## config.mk

```make
export PLATFORM = sky130hd
export DESIGN_NAME = text_renderer
export DESIGN_NICKNAME = d
export VERILOG_FILES = /design/src/rtl/text_renderer.sv
export SDC_FILE = /design/constraint.sdc
export NUM_CORES = 1
export LEC_CHECK = 0
export CAP_MARGIN = 20
export CORE_UTILIZATION = 32
export CTS_CLUSTER_DIAMETER = 40
export DETAILED_ROUTE_END_ITERATION = 16
export PLACE_DENSITY_LB_ADDON = 0.12
export SLEW_MARGIN = 40
export SYNTH_ARGS = -nofsm -noshare
export SYNTH_HDL_FRONTEND = slang
export SYNTH_SLANG_ARGS = --single-unit
```

## constraint.sdc

```tcl
create_clock -name iClk -period 2.9 [get_ports iClk]
set_input_delay 0.725 -clock iClk [delete_from_list [all_inputs] [get_ports iClk]]
set_output_delay 0.725 -clock iClk [all_outputs]
set_load 0.02 [all_outputs]
```

## src/rtl/text_renderer.sv

```systemverilog
// Text-mode renderer: 640x480@60 VGA timing, 80x30 cells of 8x16,
// frame buffer fetch, synchronous font ROM lookup, registered RGB888.
// Ports:
//   iClk, nRst            pixel clock, synchronous active-low reset
//   oRAddr / iRData       frame buffer read address and word
//                         ({fg[23:0], char[7:0]}, combinational)
//   oFontAddr / iFontData font ROM {char, glyph_row} and glyph row
//                         (data one clock after address, bit 7 = left)
//   oR, oG, oB            pixel colour
//   oHSync, oVSync        active-low syncs
//   oDE                   active area
//   oFrameStart           pulse with pixel (0,0) on the outputs
module text_renderer #(
  parameter int          H_ACTIVE = 640,
  parameter int          H_FP     = 16,
  parameter int          H_SYNC   = 96,
  parameter int          H_BP     = 48,
  parameter int          V_ACTIVE = 480,
  parameter int          V_FP     = 10,
  parameter int          V_SYNC   = 2,
  parameter int          V_BP     = 33,
  parameter int          COLS     = 80,
  parameter logic [23:0] BG_COLOR = 24'h000000
) (
  input  logic        iClk,
  input  logic        nRst,
  output logic [31:0] oRAddr,
  input  logic [31:0] iRData,
  output logic [11:0] oFontAddr,
  input  logic [7:0]  iFontData,
  output logic [7:0]  oR,
  output logic [7:0]  oG,
  output logic [7:0]  oB,
  output logic        oHSync,
  output logic        oVSync,
  output logic        oDE,
  output logic        oFrameStart
);

  localparam int H_TOTAL =
    H_ACTIVE + H_FP + H_SYNC + H_BP;
  localparam int V_TOTAL =
    V_ACTIVE + V_FP + V_SYNC + V_BP;

  localparam logic [9:0] H_LAST =
    10'(H_TOTAL - 1);
  localparam logic [9:0] V_LAST =
    10'(V_TOTAL - 1);
  localparam logic [9:0] H_ACT =
    10'(H_ACTIVE);
  localparam logic [9:0] V_ACT =
    10'(V_ACTIVE);
  localparam logic [9:0] H_SS =
    10'(H_ACTIVE + H_FP);
  localparam logic [9:0] H_SE =
    10'(H_ACTIVE + H_FP + H_SYNC);
  localparam logic [9:0] V_SS =
    10'(V_ACTIVE + V_FP);
  localparam logic [9:0] V_SE =
    10'(V_ACTIVE + V_FP + V_SYNC);

  // Raster counters
  logic [9:0] h_q;
  logic [9:0] h_d;
  logic [9:0] v_q;
  logic [9:0] v_d;

  // Stage 0 (combinational)
  logic        s0_act;
  logic        s0_hs;
  logic        s0_vs;
  logic        s0_fs;
  logic [5:0]  s0_row;
  logic [6:0]  s0_col;
  logic [11:0] s0_cell;

  // Stage 1
  logic [7:0]  s1_char_q;
  logic [23:0] s1_fg_q;
  logic [3:0]  s1_grow_q;
  logic [2:0]  s1_bit_q;
  logic        s1_act_q;
  logic        s1_hs_q;
  logic        s1_vs_q;
  logic        s1_fs_q;

  // Stage 2
  logic [23:0] s2_fg_q;
  logic [2:0]  s2_bit_q;
  logic        s2_act_q;
  logic        s2_hs_q;
  logic        s2_vs_q;
  logic        s2_fs_q;

  // Stage 3
  logic        pix;
  logic [23:0] rgb_d;
  logic [23:0] rgb_q;
  logic        de_q;
  logic        hs_q;
  logic        vs_q;
  logic        fs_q;

  always_comb begin
    h_d = h_q + 10'd1;
    v_d = v_q;
    if (h_q == H_LAST) begin
      h_d = '0;
      if (v_q == V_LAST) begin
        v_d = '0;
      end else begin
        v_d = v_q + 10'd1;
      end
    end
  end

  assign s0_act = (h_q < H_ACT)
               && (v_q < V_ACT);
  assign s0_hs  = !((h_q >= H_SS)
               && (h_q < H_SE));
  assign s0_vs  = !((v_q >= V_SS)
               && (v_q < V_SE));
  assign s0_fs  = (h_q == '0)
               && (v_q == '0);

  assign s0_row = v_q[9:4];
  assign s0_col = h_q[9:3];

  // row * 80 as (row << 6) + (row << 4)
  generate
    if (COLS == 80) begin : g_mul80
      assign s0_cell =
          {s0_row, 6'b0}
        + {2'b0, s0_row, 4'b0}
        + {5'b0, s0_col};
    end else begin : g_mul
      assign s0_cell =
          12'(32'(s0_row) * COLS)
        + {5'b0, s0_col};
    end
  endgenerate

  assign oRAddr = s0_act
    ? {20'b0, s0_cell}
    : 32'b0;

  assign oFontAddr = {s1_char_q, s1_grow_q};

  assign pix = iFontData[3'd7 - s2_bit_q];

  always_comb begin
    rgb_d = 24'h0;
    if (s2_act_q) begin
      rgb_d = pix ? s2_fg_q : BG_COLOR;
    end
  end

  always_ff @(posedge iClk) begin
    if (!nRst) begin
      h_q       <= '0;
      v_q       <= '0;
      s1_char_q <= '0;
      s1_fg_q   <= '0;
      s1_grow_q <= '0;
      s1_bit_q  <= '0;
      s1_act_q  <= 1'b0;
      s1_hs_q   <= 1'b1;
      s1_vs_q   <= 1'b1;
      s1_fs_q   <= 1'b0;
      s2_fg_q   <= '0;
      s2_bit_q  <= '0;
      s2_act_q  <= 1'b0;
      s2_hs_q   <= 1'b1;
      s2_vs_q   <= 1'b1;
      s2_fs_q   <= 1'b0;
      rgb_q     <= '0;
      de_q      <= 1'b0;
      hs_q      <= 1'b1;
      vs_q      <= 1'b1;
      fs_q      <= 1'b0;
    end else begin
      h_q       <= h_d;
      v_q       <= v_d;
      s1_char_q <= iRData[7:0];
      s1_fg_q   <= iRData[31:8];
      s1_grow_q <= v_q[3:0];
      s1_bit_q  <= h_q[2:0];
      s1_act_q  <= s0_act;
      s1_hs_q   <= s0_hs;
      s1_vs_q   <= s0_vs;
      s1_fs_q   <= s0_fs;
      // font ROM read is in flight here
      s2_fg_q   <= s1_fg_q;
      s2_bit_q  <= s1_bit_q;
      s2_act_q  <= s1_act_q;
      s2_hs_q   <= s1_hs_q;
      s2_vs_q   <= s1_vs_q;
      s2_fs_q   <= s1_fs_q;
      rgb_q     <= rgb_d;
      de_q      <= s2_act_q;
      hs_q      <= s2_hs_q;
      vs_q      <= s2_vs_q;
      fs_q      <= s2_fs_q;
    end
  end

  assign oR          = rgb_q[23:16];
  assign oG          = rgb_q[15:8];
  assign oB          = rgb_q[7:0];
  assign oDE         = de_q;
  assign oHSync      = hs_q;
  assign oVSync      = vs_q;
  assign oFrameStart = fs_q;

endmodule

```

# Yosys cells after proc, flatten, opt, wreduce, memory -nomap -nowiden
# Index checks and enable logic that the tools add are counted.
totals:
  register_bits: 122
  inputBits: 42
  out_inout_bits: 72
  elab_cells: 50
classes:
  n_addsub: 5
  n_lt_le_gt_ge: 7
  n_eq_ne: 2
  n_mux: 4
  n_bitwise: 1
  n_reduce_logical: 10
op_table:
  columns: ["op", "count"]
  rows:
  - ["$add A10 B1 Y10 const B", 2]
  - ["$eq A10 B10 Y1 const B", 2]
  - ["$logic_not A10 Y1", 2]
  - ["$lt A10 B10 Y1 const B", 2]
  - ["$lt A10 B9 Y1 const B", 2]
  - ["$add A12 B10 Y12", 1]
  - ["$add A12 B7 Y12", 1]
  - ["$mux W12", 1]
  - ["$ge A10 B10 Y1 const B", 1]
  - ["$ge A10 B9 Y1 const B", 1]
  - ["$mux W10", 1]
  - ["$logic_and A1 B1 Y1", 4]
  - ["$lt A3 B4 Y1 const B", 1]
  - ["$bmux W1 S3", 1]
  - ["$reduce_and A3 Y1", 1]
  - ["$sub A3 B3 Y3 const A", 1]
  - ["$logic_not A1 Y1", 2]
  - ["$reduce_or A2 Y1", 1]
  - ["$mux W1", 1]
  - ["$not A1 Y1", 1]

# Longest topological paths before layout
depth:
  word_depth: 4
  mapped_depth: 8

# Worst setup path after synthesis
# OpenSTA, ideal clock, no wires.
synth_timing:
  path_kind: "register -> output"
  start: "register v_q[4]"
  end: "output port oRAddr[10]"
  t_arrival_ps: 2237
  t_required_ps: 2175
  setup_slack_ps: -62
  stages_incl_launch_ff: 9
  path_buffers: 0
  cell_sequence: "dfxtp_1 > inv_1 > fa_1 > inv_1 > ha_1 > a211oi_1 > o21a_1 > or4_1 > nand2_1"
synth_between:
  elab_chain_cells: 3
synth_lines:
  columns: ["element", "line", "text"]
  rows:
  - ["from (decl)", "65", "logic [9:0] v_q;"]
  - ["from (signal assigned)", "183", "v_q <= v_d;"]
  - ["$add A12 B10 Y12 or $lt A10 B9 Y1 (tied branches)", "134, 118", null]
  - ["$add A12 B7 Y12 or $logic_and A1 B1 Y1 (tied branches)", "135, 118", null]
  - ["$mux W12 (*)", "144", "? {20'b0, s0_cell}"]
  - ["to (decl)", "27", "output logic [31:0] oRAddr,"]
# Mark *: on every way between the ends. The rest lies on a longest branch, timed or not.

# Final worst setup path
layout_timing:
  start: "register h_q[9]"
  end: "output port oRAddr[10]"
layout_between:
  elab_chain_cells: 3
layout_lines:
  columns: ["element", "line", "text"]
  rows:
  - ["from (decl)", "63", "logic [9:0] h_q;"]
  - ["from (signal assigned)", "160", "h_q <= '0;"]
  - ["from (signal assigned)", "182", "h_q <= h_d;"]
  - ["$lt A10 B10 Y1", "117", "assign s0_act = (h_q < H_ACT)"]
  - ["$logic_and A1 B1 Y1", "118", "&& (v_q < V_ACT);"]
  - ["$mux W12 (*)", "144", null]
# Marks and branches as above.

==> metrics.md <==
| Metric | Value |
|---|---|
| Fin Setup TNS | `-1.06 ns` |
| Fin area | `roughly 0.0062 mm²` |
| GP Congestion | `between 0.7 and 0.8` |
| Antenna violations before repair | `0` |
| Post-route insts no fill | `about 730` |
| Run status | `finished, violations left` |
| Internal power | `3.17 mW` |
| DR pass1 iterations | `5` |
| Switching Fraction | `between 20% and 30%` |
| Total clock sinks | `between 100 and 150` |
| Post-Route WL | `around 8 mm` |
| Slowest cell on crit path | `fa_1` |
| Hold Vio Cnt, Final | `0` |
| Rows | `42` |
| Layout cell share with drive strength beyond 1 | `15.6%` |
| Slew HR | `a little under two thirds` |
| Failing checks | `setup timing` |
| R2R Setup Slk | `approximately 0.63 ns` |
| Dpl hpwl | `around 5.7 mm` |
| Most numerous cell in the Yosys netlist | `dfxtp_1` |
| Setup Skew | `between 0.005 and 0.006 ns` |
| Post-synthesis register bit count | `roughly 120` |
| Top FF cell, synth | `dfxtp_1` |
| Worst Setup Start Kind | `flop` |
| Largest area contributor in the netlist | `dfxtp_1` |
| Setup ws final | `-0.319 ns` |
| Max VDD drop | `about 370 µV` |
| Critical path type | `reg -> out` |
| CTS buffer count | `17` |
| Initial core utilization | `between 30% and 40%` |
| Ys async rst share | `0%` |
| Sequential share of the synthesized area | `around 56%` |
| Antenna Nets Post-Route | `0` |
| PD cells | `roughly 640 mW/mm²` |
| Max Cap Violations | `0` |
| Total GRT Usage | `12.6%` |
| Register share of total power | `a little over two fifths` |
| Actual slew at the worst max-slew pin | `between 0.5 and 0.6 ns` |
| # diodes | `0` |
| Synth cell count leaders | `dfxtp_1, and2_1, buf_4` |
| CP dominant cell by count | `inv_2` |
| Worst-case clock buffer depth | `2` |
| Placed standard-cell area | `0.00558 mm²` |
| Mapped Avg Cell Area | `approximately 10 µm²` |
| Clk pwr share | `~52%` |
| HP Class | `reg -> reg` |
| Crit path DAT | `approximately 2.5 ns` |
| CTS tree | `built` |
| Final slew viol count | `0` |
| Worst path cell trace | `inv_2, fa_1, inv_2, ha_4, a211oi_2, o21a_1, or4_4, nand2_2, buf_6` |
| H-tree levels | `4` |
| Combinational Power Share | `4.5%` |
| DR DRC count | `0` |
| Ports | `roughly 110` |
| Final period util | `111%` |
| Post-synth EDFFs | `0` |
| Worst Path Max Fanout | `2` |
| Via count | `~3000` |
| Root buf cell | `clkbuf_16` |
| # setup viols final | `5` |
| Syn Inst Count | `between 400 and 500` |
| Synth area leaders | `dfxtp_1, and2_1, ha_1, buf_4, nor2_1` |
| Number of global-route vias before repair | `about 2900` |
| Vias per cell | `approximately 4` |
| Mapped Area | `approximately 0.0044 mm²` |
| Layout Nets | `approximately 600` |
| Clock Latency Late Sink | `approximately 0.4 ns` |
| Synthesis-to-finish area growth | `42.0%` |
| First-pass GRT wire length | `about 14 mm` |
| Setup crit end kind | `output port` |
| Worst EP required | `~2.2 ns` |
| Synth unique cells | `43` |
| Fin crit period | `3.22 ns` |
| I/O Buffers | `93` |
| Die W | `between 100 and 150 µm` |
| Sw power | `0.810 mW` |
| F_max | `0.311 GHz` |
| P_leak | `2.57 nW` |
| Yosys top cell area share | `~56%` |
| Die footprint | `approximately 0.014 mm²` |
| Gr ovfl total | `0` |
| Drt wl/cell | `11.3 µm` |
| Crit-path max cell delay | `around 0.58 ns` |
| Core Area | `around 0.013 mm²` |
| RSZ-0062 raised after global routing | `true` |
| YS warnings | `0` |
| Initial DRC count | `around 120` |
| Largest net degree at the start of global routing | `33` |
| Placed cells | `696` |
| Die height | `~120 µm` |
| CTS clock-pin slew for the worst setup and hold paths | `about 0.050 ns` |
-- worst paths after layout --
path / startpoint / to / cells after the start
max: h_q[9] / oRAddr[10] / 9
min: s2_hs_q / oHSync / 1
max reg2reg: h_q[7] / v_q[9] / 6
min reg2reg: s2_hs_q / oHSync / 1
-- worst max-delay path, delay by kind of cell, from the launching register on --
| family | cells | cell delay (ns) |
|---|---|---|
| adders and majority gates | 2 | 0.85 |
| and+or+nand+nor | 2 | 0.48 |
| DFF | 1 | 0.33 |
| AOI/OAI and AO/OA | 2 | 0.23 |
| buffers and inverters | 3 | 0.20 |
-- flip-flops by register name (all words and copies together), names as in the netlist, 3 cells and up --
signal     flops
v_q           10
s2_bit_q       3
s1_bit_q       3
s2_fg_q       24
h_q           10
s1_fg_q       24
s1_char_q      8
rgb_q         24
s1_grow_q      4
-- placed cells by master (no fill, tap or decap), types with 3 or more instances in the layout --
cell,netlist,routed
a21oi_1,5,4
and2_1,102,102
buf_4,21,34
bufinv_16,0,3
clkbuf_1,12,4
clkbuf_16,0,17
clkdlybuf4s15_1,0,5
clkdlybuf4s50_1,0,80
clkinvlp_4,0,4
conb_1,1,20
dfxtp_1,122,120
ha_1,15,14
inv_1,13,10
inv_2,0,3
nand2_1,12,11
nand2b_1,4,4
nand3_1,9,9
nand4_1,5,5
nor2_1,19,19
nor2b_1,5,3
nor3_1,5,4
nor4_1,7,7
o21a_1,3,3
o21ai_0,7,6
or4_1,4,3
xnor2_1,6,6
xor2_1,5,5
-- repair_timing --
action,4_1_cts,5_1_grt
buffers inserted,0,1
gates resized for setup,48,12
pin swaps,13,3
setup endpoints to repair,12,11
hold buffers,0,0
hold endpoints to repair,0,0
-- kinds of logic after synthesis --
group / count (synthesis) / share of synthesized area (%)
buffers and inverters: 51 / 6.61
XOR/XNOR: 11 / 2.20
AND/OR/NAND/NOR: 185 / 24.7
flip-flops: 122 / 55.8
other: 1 / 0.0857
multiplexers: 4 / 1.49
AO/OA/AOI/OAI: 26 / 3.86
adder cells (fa/ha/maj): 17 / 5.21
-- metal layers --
| layer | wire length, µm | global-route usage [%] | vias up |
|---|---|---|---|
| met5 | 0 | 0 | - |
| met4 | 184 | 7.59 | 0 |
| met3 | 417 | 4.26 | 19 |
| met2 | 3740 | 19.0 | 76 |
| met1 | 3870 | 15.4 | 1348 |
| li1 | - | - | 1559 |
-- area by class of cell --
type	count	area (µm²)
clock buffers	21	440
inverters	13	48.8
fillers	1260	7080
clock inverters	11	148
well taps	176	220
flip-flops and latches	122	2440
multi-input cells	263	1770
repair buffers	123	1140
-- power groups by stage --
| stage | Sequential, mW | Clock, mW | Combinational (mW) |
|---|---|---|---|
| 6_report | 1.74 | 2.07 | 0.177 |
| 5_1_grt | 1.75 | 2.21 | 0.195 |
| 4_1_cts | 1.74 | 2.12 | 0.181 |
| 3_5_place_dp | 1.78 | 0 | 0.180 |
| 3_3_place_gp | 1.78 | 0 | 0.177 |
| 2_1_floorplan | 1.79 | 0 | 0.101 |
-- metrics by stage --
stage | setup WS, ns | power (mW) | hold slack, ns | util [%]
2_1_floorplan | -0.0404 | 1.89 | 0.386 | -
3_3_place_gp | -0.507 | 1.95 | 0.392 | 41.9
3_5_place_dp | -0.514 | 1.96 | 0.392 | 41.9
4_1_cts | -0.346 | 4.04 | 0.403 | 46.5
5_1_grt | -0.454 | 4.15 | 0.421 | 46.7
6_report | -0.319 | 3.98 | 0.402 | 46.7
(Power assumes the default switching activity.)
